<file path="config.mk">
export PLATFORM = sky130hd
export DESIGN_NAME = water_level_controller
export DESIGN_NICKNAME = d
export VERILOG_FILES = /design/src/rtl/water_level_controller_pkg.sv /design/src/rtl/water_level_controller_fill_watchdog.sv /design/src/rtl/water_level_controller.sv
export SDC_FILE = /design/constraint.sdc
export NUM_CORES = 1
export LEC_CHECK = 0
export BUFFER_PORTS_ARGS = -buffer_cell sky130_fd_sc_hd__buf_4
export CORE_UTILIZATION = 43
export DETAILED_ROUTE_END_ITERATION = 12
export PLACE_DENSITY_LB_ADDON = 0.25
export RECOVER_POWER = 100
export SYNTH_ARGS = -nofsm -noshare
export SYNTH_HDL_FRONTEND = slang
export SYNTH_SLANG_ARGS = --single-unit
</file>
<file path="constraint.sdc">
create_clock -name clock -period 1.56 [get_ports clock]
set_input_delay 0.078 -clock clock [delete_from_list [all_inputs] [get_ports clock]]
set_output_delay 0.078 -clock clock [all_outputs]
set_load 0.1 [all_outputs]
</file>
<file path="src/rtl/water_level_controller_pkg.sv">
// Shared definitions for the water-box sequencing controller.
//   wb_rate_t   : 2-bit rate/direction code driven to the water-box group
//   demand_t    : irrigation demand codes
//   fsm_state_t : controller state encoding (3-bit)
//   *_DEF       : default thresholds / watchdog timeout
//   is_filling  : true in the states that add water and run the watchdog
package water_level_controller_pkg;

    typedef enum logic [1:0] {
        WB_FILL    = 2'b00,
        WB_DRAIN_G = 2'b01,
        WB_DRAIN_A = 2'b10,
        WB_DRAIN_E = 2'b11
    } wb_rate_t;

    typedef enum logic [1:0] {
        DEMAND_NONE      = 2'b00,
        DEMAND_DRIP      = 2'b01,
        DEMAND_SPRINKLER = 2'b10,
        DEMAND_SPRAY     = 2'b11
    } demand_t;

    typedef enum logic [2:0] {
        ST_IDLE     = 3'd0,
        ST_FILL     = 3'd1,
        ST_IRRIGATE = 3'd2,
        ST_LOCKOUT  = 3'd3,
        ST_FAULT    = 3'd4
    } fsm_state_t;

    localparam int unsigned LOW_TH_DEF       = 2;
    localparam int unsigned HIGH_TH_DEF      = 6;
    localparam int unsigned FILL_TIMEOUT_DEF = 16;

    function automatic logic is_filling(input fsm_state_t s);
        return (s == ST_FILL) || (s == ST_LOCKOUT);
    endfunction

endpackage

</file>
<file path="src/rtl/water_level_controller_fill_watchdog.sv">
// Fill watchdog: counts tick strobes while a fill makes no progress.
//   clock   in  system clock, rising edge
//   reset   in  synchronous, active-high
//   run     in  1 while the controller is filling (FILL or LOCKOUT)
//   clear   in  1 when the tank level moved this cycle
//   tick    in  1-cycle time-base strobe
//   expired out 1 once the count has reached FILL_TIMEOUT
module water_level_controller_fill_watchdog #(
    parameter int unsigned FILL_TIMEOUT = 16
) (
    input  logic clock,
    input  logic reset,
    input  logic run,
    input  logic clear,
    input  logic tick,
    output logic expired
);

    localparam int unsigned W     = $clog2(FILL_TIMEOUT + 1);
    localparam logic [W-1:0] LIMIT = W'(FILL_TIMEOUT);
    localparam logic [W-1:0] ONE   = W'(1);

    logic [W-1:0] count;

    // Held at zero whenever not filling, so every fill entry starts from zero.
    // Clear beats a coincident tick; the count saturates at LIMIT.
    always_ff @(posedge clock) begin
        if (reset || !run || clear) begin
            count <= '0;
        end else if (tick && (count != LIMIT)) begin
            count <= count + ONE;
        end
    end

    assign expired = (count == LIMIT);

endmodule

</file>
<file path="src/rtl/water_level_controller.sv">
// Sequencing FSM producing the rate/direction code for the water-box group.
// Tops the tank up with hysteresis, serves irrigation demand, locks out
// irrigation after run-dry, and faults when a fill stalls.
//   clock       in  system clock, rising edge
//   reset       in  synchronous, active-high
//   enable      in  0 parks the controller in IDLE (no effect in FAULT)
//   tick        in  watchdog time-base strobe
//   level       in  tank level 0..7
//   demand      in  00 none, 01 drip, 10 sprinkler, 11 spray
//   fault_ack   in  clears FAULT
//   state       out rate/direction code (registered)
//   hold        out water-box counter must freeze (registered)
//   fill_active out FILL or LOCKOUT (registered)
//   low_alarm   out LOCKOUT (registered)
//   fault       out FAULT (registered)
module water_level_controller
    import water_level_controller_pkg::*;
#(
    parameter int unsigned LOW_TH       = LOW_TH_DEF,
    parameter int unsigned HIGH_TH      = HIGH_TH_DEF,
    parameter int unsigned FILL_TIMEOUT = FILL_TIMEOUT_DEF
) (
    input  logic       clock,
    input  logic       reset,
    input  logic       enable,
    input  logic       tick,
    input  logic [2:0] level,
    input  logic [1:0] demand,
    input  logic       fault_ack,
    output logic [1:0] state,
    output logic       hold,
    output logic       fill_active,
    output logic       low_alarm,
    output logic       fault
);

    localparam logic [2:0] LOW_LVL  = 3'(LOW_TH);
    localparam logic [2:0] HIGH_LVL = 3'(HIGH_TH);

    fsm_state_t fsm;
    fsm_state_t next_fsm;
    logic [2:0] level_q;
    logic       wd_expired;

    always_ff @(posedge clock) begin
        level_q <= level;
    end

    water_level_controller_fill_watchdog #(
        .FILL_TIMEOUT(FILL_TIMEOUT)
    ) u_watchdog (
        .clock   (clock),
        .reset   (reset),
        .run     (is_filling(fsm)),
        .clear   (level != level_q),
        .tick    (tick),
        .expired (wd_expired)
    );

    always_comb begin
        next_fsm = fsm;
        unique case (fsm)
            ST_IDLE: begin
                if (!enable) begin
                    next_fsm = ST_IDLE;
                end else if ((demand != DEMAND_NONE) && (level != 3'd0)) begin
                    next_fsm = ST_IRRIGATE;
                end else if (level <= LOW_LVL) begin
                    next_fsm = ST_FILL;
                end
            end
            // Completion is tested first so a full tank beats a coincident
            // watchdog expiry; level 7 is caught by the same compare.
            ST_FILL, ST_LOCKOUT: begin
                if (level >= HIGH_LVL) begin
                    next_fsm = ST_IDLE;
                end else if (!enable) begin
                    next_fsm = ST_IDLE;
                end else if (wd_expired) begin
                    next_fsm = ST_FAULT;
                end
            end
            ST_IRRIGATE: begin
                if (!enable || (demand == DEMAND_NONE)) begin
                    next_fsm = ST_IDLE;
                end else if (level == 3'd0) begin
                    next_fsm = ST_LOCKOUT;
                end
            end
            ST_FAULT: begin
                if (fault_ack) begin
                    next_fsm = ST_IDLE;
                end
            end
            default: next_fsm = ST_IDLE;
        endcase
    end

    // Outputs are decoded from the next state so they change on the same
    // edge as the state register.
    always_ff @(posedge clock) begin
        if (reset) begin
            fsm         <= ST_IDLE;
            state       <= WB_FILL;
            hold        <= 1'b1;
            fill_active <= 1'b0;
            low_alarm   <= 1'b0;
            fault       <= 1'b0;
        end else begin
            fsm         <= next_fsm;
            state       <= (next_fsm == ST_IRRIGATE) ? demand : WB_FILL;
            hold        <= (next_fsm == ST_IDLE) || (next_fsm == ST_FAULT);
            fill_active <= is_filling(next_fsm);
            low_alarm   <= (next_fsm == ST_LOCKOUT);
            fault       <= (next_fsm == ST_FAULT);
        end
    end

endmodule

</file>
==> flow_summary.rst, run 1 <==
.. list-table::
   :header-rows: 1

   * - Metric
     - Value
   * - Arrival time of the worst setup path
     - 1.68 ns
   * - Timing-limited maximum frequency
     - 678 MHz
   * - IO Port Bufs
     - 15
   * - Largest area contributor in the synthesized netlist
     - dfxtp_1
   * - Avg Synthesized Cell Area
     - 10.1 µm²
   * - Number of max-slew violations in the final report
     - 0
   * - Post-CTS Setup Bufs
     - 0
   * - Die Ht
     - 43.7 µm
   * - Synthesis Warnings
     - 0
   * - Total leakage power
     - 0.381 nW
   * - Number of global-route vias before repair
     - 585
   * - Post-synth design cell area
     - 747 µm²
   * - First-pass detailed-route iteration total
     - 8
   * - Total Routing Usage GR
     - 18.5%
   * - CTS tree
     - built
   * - Insertion delay to the later sink of the worst-skew pair
     - 0.28 ns
   * - Commonest register cell after synthesis
     - dfxtp_1
   * - Final standard cell count with taps included and fillers excluded
     - 112
   * - Number of violations reported at the end of detailed-routing iteration 0
     - 11
   * - Final HPWL from detailed placement
     - 1110 µm
   * - Largest clock skew in the final design
     - 0.00409 ns
   * - Top-area cell type share of the netlist area
     - 45.6%
   * - Total core area
     - 1560 µm²
   * - Critical path destination
     - u_watchdog.count[2]
   * - Result of the run
     - complete, but fails checks
   * - Number of synthesized register bits
     - 17
   * - Class of the tightest hold or removal check
     - in2reg
   * - Post-route setup TNS
     - 0 ns
   * - Mapped Cells
     - 74
   * - Root buf cell
     - clkbuf_4
   * - Source of the critical timing path
     - u_watchdog.count[0]
   * - Number of nets produced by synthesis
     - 86
   * - Setup CP Type
     - reg2reg
   * - WL/cell
     - 13.3 µm
   * - Number of synthesized flops with an enable pin
     - 0
   * - Dpl cells
     - 105
   * - Worst slew margin
     - 64.1%
   * - RR Startpoint
     - u_watchdog.count[0]
   * - Maximum number of pins on one net before global-route repair
     - 10
   * - Crit start category
     - register
   * - Post-route DRC
     - 1
   * - Number of nets in the layout
     - 109
   * - Crit end category
     - register
   * - Wire length of the first global-routing pass
     - 2490 µm
   * - # Max-Cap Violations
     - 0
   * - Post-route ant nets
     - 0
   * - Actual transition at the worst max-transition pin
     - 0.541 ns
   * - Initial Util
     - 47.9%
   * - Cell Pwr Density
     - 857 nW/µm²
   * - Routability cong.
     - 0.808
   * - Overflow left after global routing
     - 0
   * - Fraction of layout instances using a drive strength above 1
     - 24.0%
   * - Leading post-synthesis cells by cell area
     - dfxtp_1 46%, a211oi_1 4.0%, nor4b_1 3.5%, xnor2_1 3.5%, ha_1 3.4%
   * - Share of the cycle needed by the critical path after routing
     - 94.6%
   * - Antenna violations before repair
     - 0
   * - Endpoint of the lowest-slack register-to-register path
     - u_watchdog.count[2]
   * - Cell row count
     - 14
   * - Final setup violation count
     - 0
   * - FILL cells
     - 139
   * - Top post-synthesis cells by count
     - 17 x dfxtp_1, 4 x a211oi_1, 4 x inv_1, 4 x nand2_1
   * - Clock buffer count from CTS
     - 3
   * - Clock-pin slew on the worst setup and hold paths
     - 0.09 ns
   * - Setup repair after global routing missed its margin
     - no
   * - Ys async rst share
     - 0%
   * - Detailed-route vias per instance
     - 5.37
   * - Violations in the final reports
     - DRC
   * - DIE WIDTH
     - 43.7 µm
   * - Reg-to-reg setup timing slack
     - 0.08 ns
   * - Total number of vias
     - 601
   * - Maximum net fanout on the critical path
     - 4
   * - Required @ worst endpoint
     - 1.76 ns
   * - Count of cells along the worst register-to-register path
     - 5
   * - Worst hold path depth
     - 2
   * - Max IR drop VDD
     - 0.000566 V
   * - Min cycle time layout
     - 1.48 ns
   * - Layout overhead on the synthesized area
     - 24.1%
   * - Final number of hold-violating endpoints
     - 0
   * - Count of antenna diodes in the layout
     - 0
   * - Clock Sinks
     - 17
   * - Detailed Route WL
     - 1490 µm
   * - Share of synthesized area occupied by flip-flops and latches
     - 45.6%
   * - Number of distinct library cell variants in the gate-level netlist after synthesis
     - 34
   * - Most numerous cell in the Yosys netlist
     - dfxtp_1
   * - Total power after layout
     - 0.794 mW
   * - Max Root-Sink Buffers
     - 2
   * - DIE AREA
     - 1910 µm²
   * - Number of I/O pins
     - 16
   * - Max H-tree Level
     - 1
-- area by class of cell --
type                    instances  area (µm²)  area share (%)
clock buffers                   4        26.3            2.83
flip-flops and latches         17         343            37.0
well taps                      16        20.0            2.16
repair buffers                 19         135            14.6
multi-input cells              52         388            41.8
inverters                       4        15.0            1.62
-- worst min path at each step --
| stage | start | to | slack (ns) |
|---|---|---|---|
| 4_1_cts | reset | fault | 0.02 |
| 3_3_place_gp | level[0] | level_q[0] | 0.22 |
| 5_1_grt | reset | u_watchdog.count[0] | 0.008 |
| 2_1_floorplan | level[0] | level_q[0] | 0.11 |
| 3_5_place_dp | level[0] | level_q[0] | 0.23 |
| 6_report | reset | u_watchdog.count[0] | 0.02 |
-- what timing repair did --
item,in CTS,in global routing
setup endpoints to repair,0,1
hold buffers,3,0
endpoints found under the hold margin,3,0
gates resized for setup,0,2
-- flip-flops by register name, indices dropped and copies added (netlist names) --
register	cells
low_alarm	1
hold	1
level_q	3
u_watchdog.count	5
fsm	3
fault	1
fill_active	1
state	2
-- critical path, stage by stage (launching register included) --
cell and delay [ns]:
dfxtp_2 0.36, inv_1 0.05, ha_1 0.20, and4bb_1 0.24, or3_1 0.35, a211oi_1 0.19
-- per-stage QoR --
stage	hold slack [ns]	util, %	cell area (µm²)	worst slack [ns]
after floorplan	0.106	-	747	0.157
after global placement	0.222	56.7	883	0.120
after detailed placement	0.227	56.7	883	0.0676
after CTS	0.0213	60.3	940	0.0377
after global routing	0.00816	59.5	927	0.000643
final	0.0239	59.5	927	0.0844
-- power breakdown --
part	internal, mW	switching (mW)	leakage, nW	total (mW)
logic	0.0430	0.0715	0.226	0.115
clock network	0.0993	0.130	0.0150	0.229
registers	0.445	0.00583	0.140	0.451
total	0.587	0.207	0.381	0.794
-- placed cells by master (no fill, tap or decap), drive strengths merged, types with 2 or more instances in the layout --
cell type / instances
a211oi: 4
buf: 10
clkbuf: 10
dfxtp: 17
dlygate4sd3: 3
ha: 2
inv: 4
nand2: 4
nand3: 3
nand4: 3
nor2: 3
nor3: 3
nor3b: 2
nor4b: 3
o21ai: 2
o31a: 2
xnor2: 3
xor2: 2
-- cell families (layout without fill, tap and decap cells) --
group | count (synthesis) | after routing | share of synthesized area, %
flip-flops | 17 | 17 | 45.6
adder cells (fa/ha/maj) | 2 | 2 | 3.35
AND/OR/NAND/NOR | 32 | 32 | 30.2
buffers and inverters | 5 | 27 | 2.51
AO/OA/AOI/OAI | 13 | 13 | 12.6
XOR/XNOR | 5 | 5 | 5.86
-- routing by layer --
| layer | GRT usage (%) | vias to the layer above | wire (µm) |
|---|---|---|---|
| met2 | 28.4 | 13 | 672 |
| met4 | 5.63 | 0 | 13 |
| met1 | 23.8 | 265 | 727 |
| li1 | - | 321 | - |
| met3 | 7.50 | 2 | 76 |
| met5 | 0 | - | 0 |
(Power assumes the default switching activity.)
==> inputs of run 2 (changes only) <==
--- a/config.mk
+++ b/config.mk
@@ -7,6 +7,7 @@
 export LEC_CHECK = 0
 export BUFFER_PORTS_ARGS = -buffer_cell sky130_fd_sc_hd__buf_4
 export CORE_UTILIZATION = 43
+export CTS_BUF_LIST = sky130_fd_sc_hd__clkbuf_16
 export DETAILED_ROUTE_END_ITERATION = 12
 export PLACE_DENSITY_LB_ADDON = 0.25
 export RECOVER_POWER = 100
==> constraint.sdc (replaced) <==
create_clock -name clock -period 1.56 [get_ports clock]
set_input_delay 0.078 -clock clock [delete_from_list [all_inputs] [get_ports clock]]
set_output_delay 0.078 -clock clock [all_outputs]
set_load 0.005 [all_outputs]
==> run 2 against run 1 <==
Compared with the run above: the run still ends with DRC left; design area grew 6.9%; utilization is 4.1 points higher; first-iteration DRC count up 18%; register-to-register slack better by 0.02 ns; routed wire length is 2.2% higher; clock power is 120% higher; die area is the same; worst hold slack gained 0.044 ns; non-clock buffer count unchanged; sequential share of layout area shrank 2.4 points; clock skew down 0.0031 ns; critical endpoint unchanged; largest power group is now clock.
==> flow_summary.rst, run 2 (synthesis gave the netlist of run 1 again) <==
.. list-table::
   :header-rows: 1

   * - Metric
     - Value
   * - Maximum number of pins on one net before global-route repair
     - 10 (unchanged)
   * - Class of the tightest hold or removal check
     - in2reg
   * - Max reg flops
     - 5 (unchanged)
   * - Insertion delay to the later sink of the worst-skew pair
     - 0.25 ns (-0.03 ns)
   * - Portion of total power attributed to sequential cells
     - 43.7% (-13 points)
   * - Final number of hold-violating endpoints
     - 0 (unchanged)
   * - Cells along the critical path
     - inv_1 -> ha_1 -> and4bb_1 -> or3_1 -> a211oi_1
   * - Leading cell type in the layout, fill and taps excluded
     - dfxtp_1
   * - Total core area
     - 1560 µm² (unchanged)
   * - Post-route setup TNS
     - 0 ns (unchanged)
   * - DIE AREA
     - 1910 µm² (unchanged)
   * - Comb power frac
     - 7.8% (-6.6 points)
   * - RR Startpoint
     - u_watchdog.count[0]
   * - Detailed Route WL
     - 1520 µm (+2.2%)
   * - Final Cell Area
     - 991 µm² (+6.9%)
   * - Actual transition at the worst max-transition pin
     - 0.358 ns (-0.183 ns)
   * - Setup CP Type
     - reg2reg
   * - Worst hold path depth
     - 2 (unchanged)
   * - Max IR drop VDD
     - 0.000811 V (+43%)
   * - Post-route DRC
     - 1 (unchanged)
   * - Setup repair after global routing missed its margin
     - no
   * - Routability cong.
     - 0.808 (unchanged)
   * - Clock buffer count from CTS
     - 3 (unchanged)
   * - Total number of vias
     - 616 (+2.5%)
   * - Slowest-stage cell, CP
     - or3_1
   * - Root buf cell
     - clkbuf_16
   * - Largest clock skew in the final design
     - 0.000975 ns (-0.00311 ns)
   * - Register name with the most flops
     - u_watchdog.count
   * - Layout overhead on the synthesized area
     - 32.7%
   * - Wire length of the first global-routing pass
     - 2590 µm (+4.2%)
   * - Source of the critical timing path
     - u_watchdog.count[0]
   * - Count of cells along the worst register-to-register path
     - 5 (unchanged)
   * - Fraction of layout instances using a drive strength above 1
     - 22.9% (-1.0 points)
   * - Post-placement cell area
     - 883 µm² (unchanged)
   * - First-pass detailed-route iteration total
     - 8 (unchanged)
   * - Internal power
     - 0.832 mW (+42%)
   * - Detailed-route vias per instance
     - 5.50 (+2.5%)
   * - Cell Pwr Density
     - 1050 nW/µm² (+22%)
   * - Total Routing Usage GR
     - 19.6% (+1.1 points)
   * - Largest registers
     - u_watchdog.count x5, fsm x3, level_q x3
   * - Number of global-route vias before repair
     - 591 (+1.0%)
   * - Count of antenna diodes in the layout
     - 0 (unchanged)
   * - Number of nets in the layout
     - 109 (unchanged)
   * - Final standard cell count with taps included and fillers excluded
     - 112 (unchanged)
   * - Total leakage power
     - 0.407 nW (+6.9%)
   * - Number of max-slew violations in the final report
     - 0 (unchanged)
   * - Share of the cycle needed by the critical path after routing
     - 93.3% (-1.3 points)
   * - Crit-path max cell delay
     - 0.35 ns (about the same)
   * - Maximum net fanout on the critical path
     - 4 (unchanged)
   * - IO Port Bufs
     - 15 (unchanged)
   * - Required @ worst endpoint
     - 1.73 ns (-0.03 ns)
   * - Area of the multi-input gates
     - 388 µm² (unchanged)
   * - Post-route ant nets
     - 0 (unchanged)
   * - Arrival time of the worst setup path
     - 1.62 ns (-0.06 ns)
   * - Min cycle time layout
     - 1.46 ns (-0.0199 ns)
   * - Initial Util
     - 47.9% (unchanged)
   * - FILL cells
     - 130 (-6.5%)
   * - Post-CTS Setup Bufs
     - 0 (unchanged)
   * - WL/cell
     - 13.6 µm (+2.2%)
   * - Result of the run
     - complete, but fails checks
   * - Antenna violations before repair
     - 0 (unchanged)
   * - Violations in the final reports
     - DRC
   * - Overflow left after global routing
     - 0 (unchanged)
   * - Clock Sinks
     - 17 (unchanged)
   * - Max Root-Sink Buffers
     - 2 (unchanged)
   * - Psw
     - 0.204 mW (-1.2%)
   * - Final setup violation count
     - 0 (unchanged)
   * - Worst slew margin
     - 75.9% (+12 points)
   * - Crit end category
     - register
   * - Cell row count
     - 14 (unchanged)
   * - Crit start category
     - register
   * - Switch share
     - 19.7% (-6.3 points)
   * - Final standard cell utilization of the core
     - 63.6% (+4.1 points)
   * - # Max-Cap Violations
     - 0 (unchanged)
   * - Most frequent cells in the layout
     - 15 x dfxtp_1, 9 x buf_4, 6 x clkbuf_4, 5 x inv_1
   * - DIE WIDTH
     - 43.7 µm (unchanged)
   * - Min-Delay Startpoint
     - reset
   * - Max H-tree Level
     - 1 (unchanged)
   * - Clock-pin slew on the worst setup and hold paths
     - 0.05 ns (-0.04 ns)
   * - Timing-limited maximum frequency
     - 687 MHz (+1.4%)
   * - CTS tree
     - built
   * - Clk pwr share
     - 48.5% (+20 points)
   * - Total power after layout
     - 1.04 mW (+30%)
   * - Number of I/O pins
     - 16 (unchanged)
   * - Die Ht
     - 43.7 µm (unchanged)
   * - Area occupied by registers
     - 343 µm² (unchanged)
   * - Final HPWL from detailed placement
     - 1110 µm (unchanged)
   * - Number of violations reported at the end of detailed-routing iteration 0
     - 13 (+2)
   * - Dpl cells
     - 105 (unchanged)
## run 2: cell types whose count changed in the layout (fill, tap and decap cells not counted), sizes merged
| cell | change |
|---|---|
| buf | -1 |
| inv | +1 |
## run 2: repair_timing
item	CTS	global route
hold buffers	3	0
setup endpoints to repair	0	1
hold endpoints to repair	3	0
gates resized for setup	0	2
## run 2: power by group through the flow
stage / combinational, mW / sequential (mW) / clock, mW
6_report: 0.0812 / 0.453 / 0.502
4_1_cts: 0.0817 / 0.453 / 0.513
2_1_floorplan: 0.0359 / 0.461 / 0
3_3_place_gp: 0.0738 / 0.461 / 0
3_5_place_dp: 0.0754 / 0.461 / 0
5_1_grt: 0.0888 / 0.454 / 0.531
## run 2: critical path: cells and delay by family, from the launching register on
family                     cells  cell delay (ns)
AOI/OAI and AO/OA              1             0.19
adders and majority gates      1             0.20
buffers and inverters          1             0.05
DFF                            1             0.34
and+or+nand+nor                2             0.59
## run 2: metal layers
metal / vias to the layer above / GRT usage [%] / wire length, µm
met1: 273 / 24.0 / 711
met4: 0 / 11.3 / 38
met3: 6 / 7.50 / 92
met5: - / 0 / 0
met2: 16 / 29.3 / 680
li1: 321 / - / -
## run 2: per-stage QoR
| stage | hold WS, ns | setup WS, ns |
|---|---|---|
| after floorplan | 0.106 | 0.157 |
| final | 0.0680 | 0.104 |
| after global placement | 0.222 | 0.120 |
| after detailed placement | 0.227 | 0.0676 |
| after global routing | 0.0747 | 0.0228 |
| after CTS | 0.0661 | 0.0522 |
## run 2: final cells by class
type | count | share of cell area (%)
clock inverters | 1 | 0.379
inverters | 4 | 1.52
repair buffers | 19 | 14.8
well taps | 16 | 2.02
clock buffers | 3 | 7.58
flip-flops and latches | 17 | 34.6
multi-input cells | 52 | 39.1
## run 2: worst paths after layout
path / end / slack [ns]
min: fault / 0.07
max reg2reg: u_watchdog.count[2] / 0.10
min reg2reg: low_alarm / 0.51
max: u_watchdog.count[2] / 0.10
==> inputs of run 3 (changes only) <==
--- a/config.mk
+++ b/config.mk
@@ -9,6 +9,7 @@
 export CORE_UTILIZATION = 43
 export CTS_BUF_LIST = sky130_fd_sc_hd__clkbuf_16
 export DETAILED_ROUTE_END_ITERATION = 12
+export MAX_ROUTING_LAYER = met4
 export PLACE_DENSITY_LB_ADDON = 0.25
 export RECOVER_POWER = 100
 export SYNTH_ARGS = -nofsm -noshare
==> constraint.sdc (replaced) <==
create_clock -name clock -period 1.2 [get_ports clock]
set_input_delay 0.06 -clock clock [delete_from_list [all_inputs] [get_ports clock]]
set_output_delay 0.06 -clock clock [all_outputs]
set_load 0.005 [all_outputs]
==> run 3 against run 2 <==
Compared with the run above: the flow finishes with violations (setup timing); clock skew rose by 0.0030 ns; power rose by 33%; register-to-register slack got worse by 0.20 ns; non-clock buffer count rose by 10; largest cell class unchanged; utilization rose by 8.1 points; maximum frequency rose by 12%; final cell count rose by 8.9%; worst hold slack got worse by 0.018 ns.
==> flow_summary.rst, run 3 (synthesis gave the netlist of run 1 again) <==
.. list-table::
   :header-rows: 1

   * - Metric
     - Value
   * - Count of antenna diodes in the layout
     - 0 (unchanged)
   * - Overflow left after global routing
     - 0 (unchanged)
   * - Max IR drop VDD
     - 0.000839 V (+3.5%)
   * - Post-route DRC
     - 0 (-1)
   * - Root buf cell
     - clkbuf_16
   * - Required @ worst endpoint
     - 1.38 ns (-0.35 ns)
   * - Psw
     - 0.294 mW (+44%)
   * - Dpl cells
     - 112 (+6.7%)
   * - Final setup violation count
     - 7 (+7)
   * - Max H-tree Level
     - 1 (unchanged)
   * - Detailed Route WL
     - 1730 µm (+14%)
   * - Min cycle time layout
     - 1.30 ns (-0.159 ns)
   * - DIE AREA
     - 1910 µm² (unchanged)
   * - Number of global-route vias before repair
     - 629 (+6.4%)
   * - Number of max-slew violations in the final report
     - 0 (unchanged)
   * - Worst slew margin
     - 74.6% (-1.3 points)
   * - Post-route setup TNS
     - -0.304 ns (-0.304 ns)
   * - Setup repair after global routing missed its margin
     - yes
   * - Largest registers
     - u_watchdog.count x5, fsm x3, level_q x3
   * - Final HPWL from detailed placement
     - 1180 µm (+6.6%)
   * - # Max-Cap Violations
     - 0 (unchanged)
   * - Total leakage power
     - 0.455 nW (+12%)
   * - Switch share
     - 21.3% (+1.6 points)
   * - Clock buffer count from CTS
     - 3 (unchanged)
   * - Hold Crit Endpoint
     - u_watchdog.count[0]
   * - Cell row count
     - 14 (unchanged)
   * - Share of the cycle needed by the critical path after routing
     - 108% (+15 points)
   * - IO Port Bufs
     - 15 (unchanged)
   * - First-pass detailed-route iteration total
     - 4 (-4)
   * - Cell Pwr Density
     - 1240 nW/µm² (+18%)
   * - Final standard cell count with taps included and fillers excluded
     - 122 (+8.9%)
   * - Largest clock skew in the final design
     - 0.00400 ns (+0.00303 ns)
   * - Routability cong.
     - 0.778 (-3.7%)
   * - Antenna violations before repair
     - 0 (unchanged)
   * - Clock-pin slew on the worst setup and hold paths
     - 0.05 ns (about the same)
   * - Number of nets in the layout
     - 119 (+9.2%)
   * - Crit end category
     - register
   * - Max reg flops
     - 5 (unchanged)
   * - Maximum number of pins on one net before global-route repair
     - 11 (+1)
   * - Total Routing Usage GR
     - 21.3% (+1.7 points)
   * - Clock Sinks
     - 17 (unchanged)
   * - Post-route ant nets
     - 0 (unchanged)
   * - Most frequent cells in the layout
     - 15 x buf_4, 14 x dfxtp_1, 6 x clkbuf_4, 4 x nand2_1, 4 x clkbuf_1
   * - Initial Util
     - 47.9% (unchanged)
   * - Final setup margin
     - -0.0968 ns (-0.201 ns)
   * - Timing-limited maximum frequency
     - 771 MHz (+12%)
   * - Leading cell type in the layout, fill and taps excluded
     - buf_4
   * - Total number of vias
     - 660 (+7.1%)
   * - Violations in the final reports
     - setup timing
   * - Clk pwr share
     - 49.3% (+0.8 points)
   * - WL/cell
     - 14.2 µm (+4.2%)
   * - Die Ht
     - 43.7 µm (unchanged)
   * - Insertion delay to the later sink of the worst-skew pair
     - 0.25 ns (about the same)
   * - Class of the tightest hold or removal check
     - in2reg
   * - Number of violations reported at the end of detailed-routing iteration 0
     - 15 (+2)
   * - Worst hold path depth
     - 2 (unchanged)
   * - Fraction of layout instances using a drive strength above 1
     - 40.6% (+18 points)
   * - Comb power frac
     - 8.2% (+0.4 points)
   * - Max Root-Sink Buffers
     - 2 (unchanged)
   * - Post-Place Setup Slack
     - -0.117 ns (-0.185 ns)
   * - Number of I/O pins
     - 16 (unchanged)
   * - Result of the run
     - complete, but fails checks
   * - Register name with the most flops
     - u_watchdog.count
   * - Endpoint of the lowest-slack register-to-register path
     - u_watchdog.count[2]
   * - Maximum net fanout on the critical path
     - 2 (-2)
   * - Actual transition at the worst max-transition pin
     - 0.378 ns (+0.0197 ns)
   * - Min-Delay Startpoint
     - reset
   * - Detailed-route vias per instance
     - 5.41 (-1.6%)
   * - Layout overhead on the synthesized area
     - 49.6%
   * - Crit start category
     - register
   * - DIE WIDTH
     - 43.7 µm (unchanged)
   * - Reg-to-reg setup timing slack
     - -0.1 ns (-0.20 ns)
   * - Wire length of the first global-routing pass
     - 2740 µm (+5.6%)
   * - Total power after layout
     - 1.38 mW (+33%)
   * - Total core area
     - 1560 µm² (unchanged)
   * - Count of cells along the worst register-to-register path
     - 5 (unchanged)
   * - CTS tree
     - built
   * - Internal power
     - 1.09 mW (+31%)
   * - RR Startpoint
     - u_watchdog.count[1]
   * - Final number of hold-violating endpoints
     - 0 (unchanged)
   * - Setup CP Type
     - reg2reg
   * - Portion of total power attributed to sequential cells
     - 42.5% (-1.2 points)
   * - Final standard cell utilization of the core
     - 71.7% (+8.1 points)
   * - Arrival time of the worst setup path
     - 1.48 ns (-0.14 ns)
-- run 3: what timing repair did --
item,CTS,global route
buffers inserted,2,1
endpoints found under the setup margin,10,13
gates resized for setup,5,2
pin swaps,6,0
gates cloned,0,0
hold buffers,3,0
hold endpoints to repair,3,0
-- run 3: layout make-up --
class / instances / area [µm²]
clock buffers: 3 / 75.1
clock inverters: 1 / 5.00
fillers: 111 / 442
inverters: 4 / 15.0
multi-input cells: 52 / 444
flip-flops and latches: 17 / 344
well taps: 16 / 20.0
repair buffers: 29 / 214
-- run 3: metrics by stage --
step                      area [µm²]  hold WS, ns
after floorplan                  783       0.0877
after global placement           972        0.205
after detailed placement         972        0.206
after CTS                       1110       0.0509
after global routing            1120       0.0586
final                           1120       0.0504
-- run 3: metal layers --
| layer | wire (µm) | share of wire [%] | global-route usage, % |
|---|---|---|---|
| met1 | 834 | 48 | 26.3 |
| met2 | 789 | 46 | 31.0 |
| met3 | 57 | 3.3 | 5.00 |
| met4 | 47 | 2.7 | 13.1 |
| met5 | 0 | 0 | - |
-- run 3: critical path, stage by stage, from the launching register on --
cell and delay [ns]:
dfxtp_2 0.34, inv_2 0.05, ha_4 0.15, and4bb_1 0.20, or3_1 0.32, a211oi_2 0.17
-- run 3: how the worst max path moves through the flow --
stage | from | to | cells after the start
floorplan | u_watchdog.count[0] | u_watchdog.count[2] | 5
global placement | u_watchdog.count[0] | u_watchdog.count[2] | 5
detailed placement | u_watchdog.count[1] | u_watchdog.count[2] | 5
CTS | u_watchdog.count[1] | u_watchdog.count[2] | 5
global route | u_watchdog.count[1] | u_watchdog.count[2] | 5
finish | u_watchdog.count[1] | u_watchdog.count[2] | 5
-- run 3: power by group through the flow --
stage | registers (mW) | logic [mW] | clock network, mW
2_1_floorplan | 0.599 | 0.0516 | 0
3_3_place_gp | 0.600 | 0.105 | 0
3_5_place_dp | 0.600 | 0.107 | 0
4_1_cts | 0.588 | 0.117 | 0.685
5_1_grt | 0.589 | 0.122 | 0.710
6_report | 0.588 | 0.113 | 0.682
